File: config.mk
export PLATFORM = sky130hd
export DESIGN_NAME = mem_arbiter_flat
export DESIGN_NICKNAME = d
export VERILOG_FILES = /design/src/rtl/mem_arbiter_if.sv /design/src/rtl/mem_arbiter.sv /design/src/flat_wrapper.sv
export SDC_FILE = /design/constraint.sdc
export NUM_CORES = 1
export LEC_CHECK = 0
export ABC_AREA = 1
export ABC_CLOCK_PERIOD_IN_PS = 1900
export CAP_MARGIN = 20
export CORE_UTILIZATION = 42
export DETAILED_ROUTE_END_ITERATION = 12
export GPL_ROUTABILITY_DRIVEN = 0
export GPL_TIMING_DRIVEN = 0
export PLACE_DENSITY = 0.87
export SYNTH_ARGS = -nofsm -noshare
export SYNTH_HDL_FRONTEND = slang
export SYNTH_SLANG_ARGS = --single-unit
File: constraint.sdc
create_clock -name clk -period 1.9 [get_ports clk]
set_clock_uncertainty 0.15 [all_clocks]
set_input_delay 0.38 -clock clk [delete_from_list [all_inputs] [get_ports clk]]
set_output_delay 0.38 -clock clk [all_outputs]
set_load 0.01 [all_outputs]
File: src/rtl/mem_arbiter_if.sv
// Bundle of requester, memory and completion signals shared between the
// arbiter (slave side) and its environment (master side).
interface mem_arbiter_if #(
   parameter int ADDR_W = 32,
   parameter int DATA_W = 32
);
   logic              m_read;
   logic              m_write;
   logic [ADDR_W-1:0] m_addr;
   logic [DATA_W-1:0] m_wdata;
   logic [DATA_W-1:0] m_rdata;
   logic              m_done;
   logic              m_err;

   logic              f_req;
   logic [ADDR_W-1:0] f_addr;
   logic [DATA_W-1:0] f_rdata;
   logic              f_done;
   logic              f_err;

   logic              mem_ce;
   logic              mem_we;
   logic [ADDR_W-1:0] mem_addr;
   logic [DATA_W-1:0] mem_wdata;
   logic [DATA_W-1:0] mem_rdata;
   logic              mem_ack;

   modport slave (
      input  m_read, m_write, m_addr, m_wdata, f_req, f_addr, mem_rdata, mem_ack,
      output m_rdata, m_done, m_err, f_rdata, f_done, f_err,
             mem_ce, mem_we, mem_addr, mem_wdata
   );

   modport master (
      output m_read, m_write, m_addr, m_wdata, f_req, f_addr, mem_rdata, mem_ack,
      input  m_rdata, m_done, m_err, f_rdata, f_done, f_err,
             mem_ce, mem_we, mem_addr, mem_wdata
   );
endinterface

File: src/rtl/mem_arbiter.sv
// Two-requester arbiter for a single-port memory: M stage has priority,
// bounded by a starvation limit for fetch; variable-latency ack with timeout.
module mem_arbiter #(
   parameter int ADDR_W     = 32,
   parameter int DATA_W     = 32,
   parameter int TIMEOUT    = 15,
   parameter int MAX_STREAK = 4
) (
   input logic            clk,
   input logic            rst,
   mem_arbiter_if.slave   bus
);

   typedef enum logic [1:0] {IDLE, BUSY, DONE} state_t;
   typedef enum logic {OWN_M, OWN_F} owner_t;

   localparam logic [7:0] TO_LAST    = 8'(TIMEOUT - 1);
   localparam logic [3:0] STREAK_MAX = 4'(MAX_STREAK);

   state_t            state_q, state_d;
   owner_t            owner_q, owner_d;
   logic [7:0]        timeoutCnt_q, timeoutCnt_d;
   logic [3:0]        streak_q, streak_d;
   logic              memCe_q, memCe_d;
   logic              memWe_q, memWe_d;
   logic [ADDR_W-1:0] memAddr_q, memAddr_d;
   logic [DATA_W-1:0] memWdata_q, memWdata_d;
   logic [DATA_W-1:0] mRdata_q, mRdata_d;
   logic              mDone_q, mDone_d;
   logic              mErr_q, mErr_d;
   logic [DATA_W-1:0] fRdata_q, fRdata_d;
   logic              fDone_q, fDone_d;
   logic              fErr_q, fErr_d;

   logic mReq;
   logic grantM;
   logic busyEnd;
   logic busyErr;

   // Fetch wins only when it has already watched MAX_STREAK M grants go by.
   assign mReq    = bus.m_read | bus.m_write;
   assign grantM  = mReq && !(bus.f_req && (streak_q == STREAK_MAX));
   assign busyEnd = bus.mem_ack || (timeoutCnt_q == TO_LAST);
   assign busyErr = !bus.mem_ack;

   always_comb begin
      state_d      = state_q;
      owner_d      = owner_q;
      timeoutCnt_d = timeoutCnt_q;
      streak_d     = streak_q;
      memCe_d      = memCe_q;
      memWe_d      = memWe_q;
      memAddr_d    = memAddr_q;
      memWdata_d   = memWdata_q;
      mRdata_d     = mRdata_q;
      mDone_d      = 1'b0;
      mErr_d       = mErr_q;
      fRdata_d     = fRdata_q;
      fDone_d      = 1'b0;
      fErr_d       = fErr_q;

      case (state_q)
         IDLE: begin
            if (grantM) begin
               state_d      = BUSY;
               owner_d      = OWN_M;
               timeoutCnt_d = 8'd0;
               memCe_d      = 1'b1;
               memWe_d      = bus.m_write;
               memAddr_d    = bus.m_addr;
               memWdata_d   = bus.m_wdata;
               if (bus.f_req) begin
                  streak_d = (streak_q == STREAK_MAX) ? streak_q : streak_q + 4'd1;
               end else begin
                  streak_d = 4'd0;
               end
            end else if (bus.f_req) begin
               state_d      = BUSY;
               owner_d      = OWN_F;
               timeoutCnt_d = 8'd0;
               memCe_d      = 1'b1;
               memWe_d      = 1'b0;
               memAddr_d    = bus.f_addr;
               memWdata_d   = '0;
               streak_d     = 4'd0;
            end
         end

         BUSY: begin
            if (busyEnd) begin
               state_d = DONE;
               memCe_d = 1'b0;
               memWe_d = 1'b0;
               if (owner_q == OWN_M) begin
                  mDone_d = 1'b1;
                  mErr_d  = busyErr;
                  if (!busyErr && !memWe_q) begin
                     mRdata_d = bus.mem_rdata;
                  end
               end else begin
                  fDone_d = 1'b1;
                  fErr_d  = busyErr;
                  if (!busyErr) begin
                     fRdata_d = bus.mem_rdata;
                  end
               end
            end else begin
               timeoutCnt_d = timeoutCnt_q + 8'd1;
            end
         end

         DONE: begin
            state_d = IDLE;
         end

         default: begin
            state_d = IDLE;
         end
      endcase
   end

   always_ff @(posedge clk or negedge rst) begin
      if (!rst) begin
         state_q      <= IDLE;
         owner_q      <= OWN_M;
         timeoutCnt_q <= 8'd0;
         streak_q     <= 4'd0;
         memCe_q      <= 1'b0;
         memWe_q      <= 1'b0;
         memAddr_q    <= '0;
         memWdata_q   <= '0;
         mRdata_q     <= '0;
         mDone_q      <= 1'b0;
         mErr_q       <= 1'b0;
         fRdata_q     <= '0;
         fDone_q      <= 1'b0;
         fErr_q       <= 1'b0;
      end else begin
         state_q      <= state_d;
         owner_q      <= owner_d;
         timeoutCnt_q <= timeoutCnt_d;
         streak_q     <= streak_d;
         memCe_q      <= memCe_d;
         memWe_q      <= memWe_d;
         memAddr_q    <= memAddr_d;
         memWdata_q   <= memWdata_d;
         mRdata_q     <= mRdata_d;
         mDone_q      <= mDone_d;
         mErr_q       <= mErr_d;
         fRdata_q     <= fRdata_d;
         fDone_q      <= fDone_d;
         fErr_q       <= fErr_d;
      end
   end

   assign bus.mem_ce    = memCe_q;
   assign bus.mem_we    = memWe_q;
   assign bus.mem_addr  = memAddr_q;
   assign bus.mem_wdata = memWdata_q;
   assign bus.m_rdata   = mRdata_q;
   assign bus.m_done    = mDone_q;
   assign bus.m_err     = mErr_q;
   assign bus.f_rdata   = fRdata_q;
   assign bus.f_done    = fDone_q;
   assign bus.f_err     = fErr_q;

endmodule

File: src/flat_wrapper.sv
// flat-port wrapper written by rule: the top's interface ports become plain ports
module mem_arbiter_flat 
#(
   parameter int ADDR_W     = 32,
   parameter int DATA_W     = 32,
   parameter int TIMEOUT    = 15,
   parameter int MAX_STREAK = 4
)
  (clk, rst, bus_m_read, bus_m_write, bus_m_addr, bus_m_wdata, bus_f_req, bus_f_addr, bus_mem_rdata, bus_mem_ack, bus_m_rdata, bus_m_done, bus_m_err, bus_f_rdata, bus_f_done, bus_f_err, bus_mem_ce, bus_mem_we, bus_mem_addr, bus_mem_wdata);
  mem_arbiter_if #(.ADDR_W(ADDR_W), .DATA_W(DATA_W)) bus_i ();
  input logic clk;
  input logic rst;
  input wire logic [$bits(bus_i.m_read)-1:0] bus_m_read;
  input wire logic [$bits(bus_i.m_write)-1:0] bus_m_write;
  input wire logic [$bits(bus_i.m_addr)-1:0] bus_m_addr;
  input wire logic [$bits(bus_i.m_wdata)-1:0] bus_m_wdata;
  input wire logic [$bits(bus_i.f_req)-1:0] bus_f_req;
  input wire logic [$bits(bus_i.f_addr)-1:0] bus_f_addr;
  input wire logic [$bits(bus_i.mem_rdata)-1:0] bus_mem_rdata;
  input wire logic [$bits(bus_i.mem_ack)-1:0] bus_mem_ack;
  output wire logic [$bits(bus_i.m_rdata)-1:0] bus_m_rdata;
  output wire logic [$bits(bus_i.m_done)-1:0] bus_m_done;
  output wire logic [$bits(bus_i.m_err)-1:0] bus_m_err;
  output wire logic [$bits(bus_i.f_rdata)-1:0] bus_f_rdata;
  output wire logic [$bits(bus_i.f_done)-1:0] bus_f_done;
  output wire logic [$bits(bus_i.f_err)-1:0] bus_f_err;
  output wire logic [$bits(bus_i.mem_ce)-1:0] bus_mem_ce;
  output wire logic [$bits(bus_i.mem_we)-1:0] bus_mem_we;
  output wire logic [$bits(bus_i.mem_addr)-1:0] bus_mem_addr;
  output wire logic [$bits(bus_i.mem_wdata)-1:0] bus_mem_wdata;
  assign bus_i.m_read = bus_m_read;
  assign bus_i.m_write = bus_m_write;
  assign bus_i.m_addr = bus_m_addr;
  assign bus_i.m_wdata = bus_m_wdata;
  assign bus_i.f_req = bus_f_req;
  assign bus_i.f_addr = bus_f_addr;
  assign bus_i.mem_rdata = bus_mem_rdata;
  assign bus_i.mem_ack = bus_mem_ack;
  assign bus_m_rdata = bus_i.m_rdata;
  assign bus_m_done = bus_i.m_done;
  assign bus_m_err = bus_i.m_err;
  assign bus_f_rdata = bus_i.f_rdata;
  assign bus_f_done = bus_i.f_done;
  assign bus_f_err = bus_i.f_err;
  assign bus_mem_ce = bus_i.mem_ce;
  assign bus_mem_we = bus_i.mem_we;
  assign bus_mem_addr = bus_i.mem_addr;
  assign bus_mem_wdata = bus_i.mem_wdata;
  mem_arbiter #(.ADDR_W(ADDR_W), .DATA_W(DATA_W), .TIMEOUT(TIMEOUT), .MAX_STREAK(MAX_STREAK)) u_core (.clk(clk), .rst(rst), .bus(bus_i));
endmodule
==> results.cfg <==
[outcome]
status = finished clean

[clocking]
htree_levels = 4
cts_tree = built
cts_root_buf = clkbuf_16
numCtsBuffers = 17
insertion_delay_ps = 420
cts_buffer_depth = 2
path_clk_slew_ps = 60
cts.sinks = 149

[synth]
synth_most_common_cell = nand2_1
ys_top_cells_by_count = nand2_1 (268), dfrtp_1 (149), nand3_1 (79)
synthFlopType = dfrtp_1
netlist_instances = 682
post_synth_num_cell_types = 23
synth_top_area_share_pct = 61.1
syn_avg_cell_area_sq_um = 8.94
synth_nets = 820
synth_area_sq_um = 6100
ys_ff_latch = 149
ys.warnings.count = 0
synth_edf_count = 0
synth-seq-area-share_pct = 61.1
synth_top_cell_by_area = dfrtp_1
async_flop_share_pct = 100
synthTopCellsByArea = dfrtp_1 (61%), nand2_1 (16%), nand3_1 (6.5%)

[timing]
timing.max_slew.rel_slack_pct = 56.1
report.final.slew_viol_count = 0
setup_violations = 0
period_minus_slack_ps = 1870
hold_violations = 0
fin_hold_ws_ps = 322
fin_crit_sh_pct = 98.5
fmax_ghz = 0.534
worst_pin_slew_ps = 659
fin_ws_ps = 29.0
fin_setup_tns_ps = 0

[floorplan]
fp.dieW_um = 123
pin_count = 268
core_area_sq_um = 14000
dieArea_sq_um = 15000
die_h_um = 123
rows = 43
start_util_pct = 43.4

[finish]
area_growth_pct = 60.6
antenna_cells = 0
drive_gt1_share_pct = 7.89
layout.nets = 1113

[setup_path]
crit_chain = clkdlybuf4s50_1
crit_family = buffers and inverters
cp_max_fo = 2
critPathMaxStageDelay_ps = 550
cp.arrival_ps = 1340
reg2reg_depth = 10
crit_path_end_kind = output port
worstSetupStartpointType = register
worst-path-buf-inv = 1
slowest_stage = clkdlybuf4s50_1
path_class = register to output port
crit_cells = 1
critPathRequiredTime_ps = 1370

[route]
drt_iter0_drc = 330
vias = 5811
drc = 0
drt_wl_total_um = 19300
avgViaCountPerCell = 4.98
wl_per_cell_um = 16.5
postRouteAntennaNets = 0
drt_pass1_iterations = 5

[pwr]
sw_frac_of_total_pct = 37.0
p_per_area_nw_per_um2 = 1560
power_w = 0.0152
cell_internal_pwr_w = 0.00960
combPwrFrac_pct = 44.0
seq_power_share_pct = 35.2
pwr-share-clk_pct = 20.8
ir_drop_mv = 0.946
power_leakage_nw = 5.28
netSwitchingPower_w = 0.00563

[grt]
grt_max_degree = 81
first_global_vias = 5935
grt_pass1_wl_um = 29600
overflow = 0
antenna_found_initial = 0
grt_usage_pct = 25.9

[job]
drv_cap = 0

[hold_path]
min_path_cells = 2
hp-class = register to register

[placed_design]
dpl.hpwl_um = 13200
port_buffers = 267
dp_slack_ps = -330
[cells in the final DEF, fill, tap and decap left out, types with 10 or more instances in the layout]
cell / netlist / layout
buf_2: 16 / 10
clkdlybuf4s50_1: 0 / 208
o21ai_1: 65 / 64
buf_4: 4 / 10
inv_1: 48 / 48
nand2_1: 268 / 268
dlymetal6s2s_1: 0 / 51
dfrtp_1: 149 / 148
clkbuf_16: 0 / 17
nand3_1: 79 / 79
[registers in the layout, indices dropped and copies added, names as in the netlist]
| name | count |
|---|---|
| u_core.bus.f_done | 1 |
| u_core.bus.f_err | 1 |
| u_core.bus.f_rdata | 32 |
| u_core.bus.m_done | 1 |
| u_core.bus.m_err | 1 |
| u_core.bus.m_rdata | 32 |
| u_core.bus.mem_addr | 32 |
| u_core.bus.mem_ce | 1 |
| u_core.bus.mem_wdata | 32 |
| u_core.bus.mem_we | 1 |
| u_core.owner_q | 1 |
| u_core.state_q | 2 |
| u_core.streak_q | 4 |
| u_core.timeoutCnt_q | 8 |
[cell type report]
type / count / area [sq um]
Fill cell: 1014 / 4250
Sequential cell: 149 / 3730
Timing Repair Buffer: 274 / 2880
Multi-Input combinational cell: 448 / 2000
Clock buffer: 18 / 429
Tap cell: 180 / 225
Buffer: 32 / 209
Inverter: 53 / 199
Clock inverter: 14 / 119
[cell families (layout without fill, tap and decap cells)]
logic type | count (synthesis) | count (layout) | synth area share (%)
buf+inv | 85 | 391 | 6.17
xor+xnor | 5 | 5 | 0.718
simple gates | 368 | 368 | 25.1
fa+ha+maj | 4 | 4 | 0.821
compound gates | 71 | 71 | 6.09
flops | 149 | 149 | 61.1
[timing repair]
| item | 4_1_cts | 5_1_grt |
|---|---|---|
| endpoints found under the setup margin | 67 | 112 |
| hold endpoints to repair | 69 | 0 |
| cloned | 0 | 0 |
| buffers inserted | 2 | 3 |
| resized for setup | 7 | 72 |
| pin swaps | 1 | 2 |
| hold buffers | 1 | 0 |
[through the flow]
stage | util [%] | area (sq um) | instances
final | 69.7 | 9790 | 1168
after global routing | 69.7 | 9790 | 1168
after CTS | 68.3 | 9590 | 1165
after detailed placement | 64.3 | 9030 | 1130
after global placement | 64.1 | 9000 | 1129
after floorplan | - | 6100 | 682
[power by group through the flow]
stage / logic [W] / registers (W) / clock network [W]
final: 0.00671 / 0.00537 / 0.00316
after global routing: 0.00736 / 0.00549 / 0.00334
after CTS: 0.00670 / 0.00535 / 0.00319
after detailed placement: 0.00665 / 0.00536 / 0
after global placement: 0.00646 / 0.00533 / 0
after floorplan: 0.00229 / 0.00590 / 0
[worst paths after layout]
kind / startpoint / endpoint / slack (ps)
setup / recovery: u_core.bus.mem_wdata[23]$_DFFE_PN0P_ / bus_mem_wdata[23] / 30
hold / removal: u_core.bus.f_err$_DFFE_PN0P_ / u_core.bus.f_err$_DFFE_PN0P_ / 320
setup reg to reg: u_core.streak_q[0]$_DFFE_PN0P_ / u_core.bus.mem_addr[1]$_DFFE_PN0P_ / 50
hold reg to reg: u_core.bus.f_err$_DFFE_PN0P_ / u_core.bus.f_err$_DFFE_PN0P_ / 320
max in group asynchronous: rst / u_core.bus.mem_wdata[1]$_DFFE_PN0P_ / 380
min in group asynchronous: rst / u_core.bus.f_rdata[30]$_DFFE_PN0P_ / 380
[metal layers]
| metal | track usage [%] | wire length [um] | up-vias |
|---|---|---|---|
| met5 | 0 | 0 | - |
| met4 | 8.31 | 352 | 0 |
| met3 | 9.34 | 1830 | 30 |
| met2 | 45.7 | 9770 | 283 |
| met1 | 28.9 | 7310 | 2745 |
| li1 | - | - | 2753 |
Power figures use the tool's default switching activity.
